[src/rtl/calc_exec_if.sv]
// calc_exec_if: request/response bundle between the calculator controller
// (master) and the execution stage (slave).
interface calc_exec_if #(
  parameter int W = 8
);
  logic           start;
  logic [2:0]     op;
  logic [W-1:0]   a;
  logic [W-1:0]   b;
  logic           busy;
  logic           done;
  logic [2*W-1:0] result;

  modport master (
    output start, op, a, b,
    input  busy, done, result
  );

  modport slave (
    input  start, op, a, b,
    output busy, done, result
  );
endinterface

[src/rtl/calc_exec.sv]
// calc_exec: execution stage of the calculator datapath.
// ADD/SUB/XOR finish in one clock. MUL is an iterative shift-add taking W+1
// cycles from start to done.
// Build option CALC_FAST_MUL_EN: when defined, MUL is a single-cycle
// combinational product, and the S_MUL state and its counter are not built.
module calc_exec #(
  parameter int W = 8
) (
  input  logic        clk,
  input  logic        rst,
  calc_exec_if.slave  bus
);

  typedef enum logic [2:0] {
    OP_IDLE = 3'd0,
    OP_ADD  = 3'd1,
    OP_SUB  = 3'd2,
    OP_MUL  = 3'd3,
    OP_XOR  = 3'd4
  } op_e;

  logic [2*W-1:0] a_ext;
  logic [2*W-1:0] b_ext;
  logic [W:0]     diff;
  logic           simple_valid;
  logic [2*W-1:0] simple_res;
  logic           idle;
  logic           finish_mul;
  logic [2*W-1:0] mul_res;

  assign a_ext = {{W{1'b0}}, bus.a};
  assign b_ext = {{W{1'b0}}, bus.b};
  assign diff  = {1'b0, bus.a} - {1'b0, bus.b};

  // Decode ops that complete at the sampling edge and form their result.
  // NOTE: every always_comb output gets a default first, so no path can
  // leave it unassigned and infer a latch.
  always_comb begin
    simple_valid = 1'b0;
    simple_res   = '0;
    case (bus.op)
      OP_ADD: begin
        simple_valid = 1'b1;
        simple_res   = a_ext + b_ext;
      end
      OP_SUB: begin
        simple_valid = 1'b1;
        simple_res   = {{(W-1){diff[W]}}, diff};
      end
      OP_XOR: begin
        simple_valid = 1'b1;
        simple_res   = a_ext ^ b_ext;
      end
`ifdef CALC_FAST_MUL_EN
      OP_MUL: begin
        simple_valid = 1'b1;
        simple_res   = a_ext * b_ext;
      end
`endif
      default: ;
    endcase
  end

`ifdef CALC_FAST_MUL_EN

  assign idle       = 1'b1;
  assign finish_mul = 1'b0;
  assign mul_res    = '0;
  assign bus.busy   = 1'b0;

`else

  localparam int CW = $clog2(W + 1);

  typedef enum logic {
    S_IDLE,
    S_MUL
  } state_e;

  state_e         state;
  state_e         state_next;
  logic           load_mul;
  logic [2*W-1:0] mcand;
  logic [W-1:0]   mplier;
  logic [2*W-1:0] acc;
  logic [2*W-1:0] acc_next;
  logic [CW-1:0]  cnt;

  assign acc_next = acc + (mplier[0] ? mcand : '0);
  assign idle     = (state == S_IDLE);
  assign bus.busy = (state == S_MUL);
  assign mul_res  = acc_next;

  // State register.
  // NOTE: sequential state uses non-blocking assignments so every flop
  // samples the pre-edge values regardless of statement order.
  always_ff @(posedge clk) begin
    if (rst) state <= S_IDLE;
    else     state <= state_next;
  end

  // Next-state logic: accept a MUL in idle, leave S_MUL on the last iteration.
  always_comb begin
    state_next = state;
    load_mul   = 1'b0;
    finish_mul = 1'b0;
    case (state)
      S_IDLE: begin
        if (bus.start && bus.op == OP_MUL) begin
          load_mul   = 1'b1;
          state_next = S_MUL;
        end
      end
      S_MUL: begin
        if (cnt == CW'(1)) begin
          finish_mul = 1'b1;
          state_next = S_IDLE;
        end
      end
      default: state_next = S_IDLE;
    endcase
  end

  // Shift-add multiplier: one partial product per cycle while in S_MUL.
  always_ff @(posedge clk) begin
    if (rst) begin
      mcand  <= '0;
      mplier <= '0;
      acc    <= '0;
      cnt    <= '0;
    end else if (load_mul) begin
      mcand  <= a_ext;
      mplier <= bus.b;
      acc    <= '0;
      cnt    <= CW'(W);
    end else if (state == S_MUL) begin
      mcand  <= mcand << 1;
      mplier <= mplier >> 1;
      acc    <= acc_next;
      cnt    <= cnt - CW'(1);
    end
  end

`endif

  // Result register and done pulse: update only at a completion edge.
  always_ff @(posedge clk) begin
    if (rst) begin
      bus.result <= '0;
      bus.done   <= 1'b0;
    end else begin
      bus.done <= 1'b0;
      if (idle && bus.start && simple_valid) begin
        bus.result <= simple_res;
        bus.done   <= 1'b1;
      end else if (finish_mul) begin
        bus.result <= mul_res;
        bus.done   <= 1'b1;
      end
    end
  end

endmodule

[src/flat_wrapper.sv]
// flat-port wrapper written by rule: the top's interface ports become plain ports
module calc_exec_flat 
#(
  parameter int W = 8
)
  (clk, rst, bus_start, bus_op, bus_a, bus_b, bus_busy, bus_done, bus_result);
  calc_exec_if #(.W(W)) bus_i ();
  input  logic clk;
  input  logic rst;
  input wire logic [$bits(bus_i.start)-1:0] bus_start;
  input wire logic [$bits(bus_i.op)-1:0] bus_op;
  input wire logic [$bits(bus_i.a)-1:0] bus_a;
  input wire logic [$bits(bus_i.b)-1:0] bus_b;
  output wire logic [$bits(bus_i.busy)-1:0] bus_busy;
  output wire logic [$bits(bus_i.done)-1:0] bus_done;
  output wire logic [$bits(bus_i.result)-1:0] bus_result;
  assign bus_i.start = bus_start;
  assign bus_i.op = bus_op;
  assign bus_i.a = bus_a;
  assign bus_i.b = bus_b;
  assign bus_busy = bus_i.busy;
  assign bus_done = bus_i.done;
  assign bus_result = bus_i.result;
  calc_exec #(.W(W)) u_core (.clk(clk), .rst(rst), .bus(bus_i));
endmodule
[config.mk]
export PLATFORM = sky130hd
export DESIGN_NAME = calc_exec_flat
export DESIGN_NICKNAME = d
export VERILOG_FILES = /design/src/rtl/calc_exec_if.sv /design/src/rtl/calc_exec.sv /design/src/flat_wrapper.sv
export SDC_FILE = /design/constraint.sdc
export NUM_CORES = 1
export LEC_CHECK = 0
export CAP_MARGIN = 10
export CELL_PAD_IN_SITES_DETAIL_PLACEMENT = 0
export CELL_PAD_IN_SITES_GLOBAL_PLACEMENT = 1
export CORE_MARGIN = 4
export CORE_UTILIZATION = 30
export DETAILED_ROUTE_END_ITERATION = 16
export HOLD_SLACK_MARGIN = 0.06
export PLACE_DENSITY = 0.69
export REMOVE_ABC_BUFFERS = 1
export SYNTH_ARGS = -nofsm -noshare
export SYNTH_HDL_FRONTEND = slang
export SYNTH_SLANG_ARGS = --single-unit
[constraint.sdc]
create_clock -name clk -period 4 [get_ports clk]
set_input_delay 1.2 -clock clk [delete_from_list [all_inputs] [get_ports clk]]
set_output_delay 1.2 -clock clk [all_outputs]
set_load 0.02 [all_outputs]
==> out/metrics.csv <==
metric;value;unit
CP startpoint kind;primary input;
dpl cells;716;
P&R area growth vs syn;21.8;%
Final Setup Violations;0;
Clock Sinks;62;
vias in the first global route;3504;
total CTS buffers;9;
Post-Route Utilization;0.378;
Seq/Total Area, Yosys;0.297;
Mapped Area;0.00417;mm²
Post-Synthesis Cells;519;
Die ar.;0.0159;mm²
clock slew at reported path FFs;0.06;ns
Cell Pwr Density;345;mW/mm²
dpl hpwl;8830;µm
largest net degree at the start of global routing;43;
# IOs;40;
cts repair resizes;0;
layout cell share with drive strength beyond 1;0.0629;
first-pass GRT wire length;18400;µm
Most used DFF post-synth;dfxtp_1;
hold_ws;0.468;ns
P_leak;2.03;nW
ant diodes;0;
initial antenna violation count;0;
Peak supply drop;0.240;mV
max-slew violation count;0;
H-tree levels;3;
via count;3748;
Hold/Removal Path Class;flip-flop to flip-flop;
required time worst endpoint;4.23;ns
CTS tree;yes;
Worst Path Max Fanout;4;
IO Port Bufs;39;
fin worst setup slack;0.568;ns
ys async rst share;0;
Die Span X;126;µm
Post-synth EDFFs;0;
fin crit share;0.858;
Layout Skew;0.00785;ns
worst-skew pair later-pin latency;0.33;ns
GRT Util Overall;0.143;
NumNets Final;610;
dpl ws;0.238;ns
Core ar.;0.0135;mm²
Synth warnings;0;
Rel. slew slack;0.618;
Cell Rows;42;
via/cell ratio;5.12;
ANT nets after route;0;
reg-to-reg slack, setup;1.01;ns
Power Total;0.00175;W
Netlist cell types;61;
Initial Util;0.310;
GP Congestion;0.834;
RSZ-0062 raised after global routing;false;
synthesized flop and latch total;62;
DRC viols;0;
outcome;finished clean;
initial DRC count;332;
Pre-antenna DRT Iters;5;
DR WL/cell;15.5;µm
critical path class;primary input to flip-flop;
Mapped Avg Cell Area;8.04;µm²
top post-synthesis cells by area;dfxtp_1, ha_1, mux2i_1;
fin crit period;3.43;ns
hold buffers post-CTS;0;
total gr overflow;0;
Fmax achieved;291;MHz
Final Instance Count excl. Fillers;732;
Arrival @ worst endpoint;3.66;ns
CTS root buffer;clkbuf_16;
Yosys top cell by area;dfxtp_1;
share of the synthesized area in the top cell type;0.297;
setup repair bufs after CTS;0;
max cap viols;0;
nature of the critical path endpoint;flip-flop;
die height;126;µm
DRT Wirelength;11300;µm
Longest Clk Path Bufs;2;
Worst Tran Pin Value;0.567;ns
final hold vios;0;
-- layout make-up --
type,count,area [µm²]
Fill cell,1386,8370
Multi-Input combinational cell,409,2760
Sequential cell,62,1240
Timing Repair Buffer,48,470
Clock buffer,10,229
Tap cell,176,220
Clock inverter,6,86.3
Inverter,21,78.8
-- worst paths after layout --
check	cells past startpoint	startpoint	endpoint
worst max-delay path	9	bus_b[0]	u_core.bus.result[4]
worst min-delay path	2	u_core.acc[14]	u_core.acc[14]
worst max register to register	9	u_core.mplier[0]	u_core.acc[10]
worst min register to register	2	u_core.acc[14]	u_core.acc[14]
-- per-stage QoR --
stage	TNS, ns	cell area (µm²)
finish	0	5080
global route	0	5080
CTS	0	5080
detailed placement	0	4770
global placement	0	4770
floorplan	-1.72	4070
-- synth_stat cells (2+ instances only) --
cell,n
a221o_1,3
nand2b_1,11
nor4_1,2
a31oi_1,2
xnor2_1,15
ha_1,34
or2_2,2
and3_1,3
o21ai_1,2
a221oi_1,7
o22ai_1,5
inv_1,20
and2_1,16
o21ai_0,19
a211o_1,2
nor2_1,69
a21o_1,4
a211oi_1,14
nand3b_1,3
nand3_1,9
clkbuf_1,18
xor2_1,4
mux2i_1,31
buf_1,6
o21a_1,3
nor3_1,14
o21bai_1,2
nor3b_1,2
o211ai_1,3
nand2_1,39
nand4_1,2
nor2b_1,7
dfxtp_1,62
fa_1,3
buf_2,3
a21oi_1,47
or3_1,4
o221ai_1,2
o31ai_1,3
-- worst max-delay path, cell delays in order --
cell and delay, ns:
clkdlybuf4s50_1 0.55, ha_1 0.21, inv_1 0.06, fa_1 0.41, o21bai_1 0.21, a21oi_1 0.13
o221a_2 0.28, o32a_1 0.33, a221oi_1 0.28
-- state kept, by name (all words and copies together) (netlist names) --
register and count:
u_core.mplier 8, u_core.cnt 4, u_core.bus.done 1, u_core.bus.busy 1, u_core.bus.result 16, u_core.acc 16
u_core.mcand 16
-- kinds of logic after synthesis --
logic type | Yosys count | synth area share
DFF | 62 | 0.297
adders and majority gates | 37 | 0.116
buffers and inverters | 48 | 0.0441
AOI/OAI and AO/OA | 132 | 0.206
muxes | 32 | 0.0771
xor gates and xnor gates | 19 | 0.0399
and+or+nand+nor | 189 | 0.219
-- power by group --
part / switching [W] / internal, W
Sequential: 0.0000163 / 0.000637
Clock: 0.000282 / 0.000544
Combinational: 0.000149 / 0.000125
Total: 0.000447 / 0.00131
-- routing by layer --
layer,routed length (µm),GRT usage,vias to the layer above
met1,5700,0.200,1732
met4,265,0.0505,0
met2,4960,0.216,78
li1,-,-,1921
met5,0,0,-
met3,391,0.0313,17
-- cells in the final DEF, fill, tap and decap left out, types with 4 or more instances in the layout --
| cell | instances |
|---|---|
| a211oi_1 | 14 |
| dfxtp_1 | 61 |
| nor2b_1 | 7 |
| a21o_1 | 4 |
| o22ai_1 | 5 |
| nand2_1 | 39 |
| nand2b_1 | 11 |
| o21ai_0 | 19 |
| nor3_1 | 14 |
| buf_4 | 8 |
| a21oi_1 | 47 |
| xor2_1 | 4 |
| or3_1 | 4 |
| nor2_1 | 69 |
| nand3_1 | 9 |
| and2_1 | 16 |
| clkdlybuf4s50_1 | 39 |
| clkbuf_16 | 9 |
| ha_1 | 34 |
| xnor2_1 | 15 |
| inv_1 | 20 |
| mux2i_1 | 31 |
| a221oi_1 | 7 |
(Power assumes the default switching activity.)
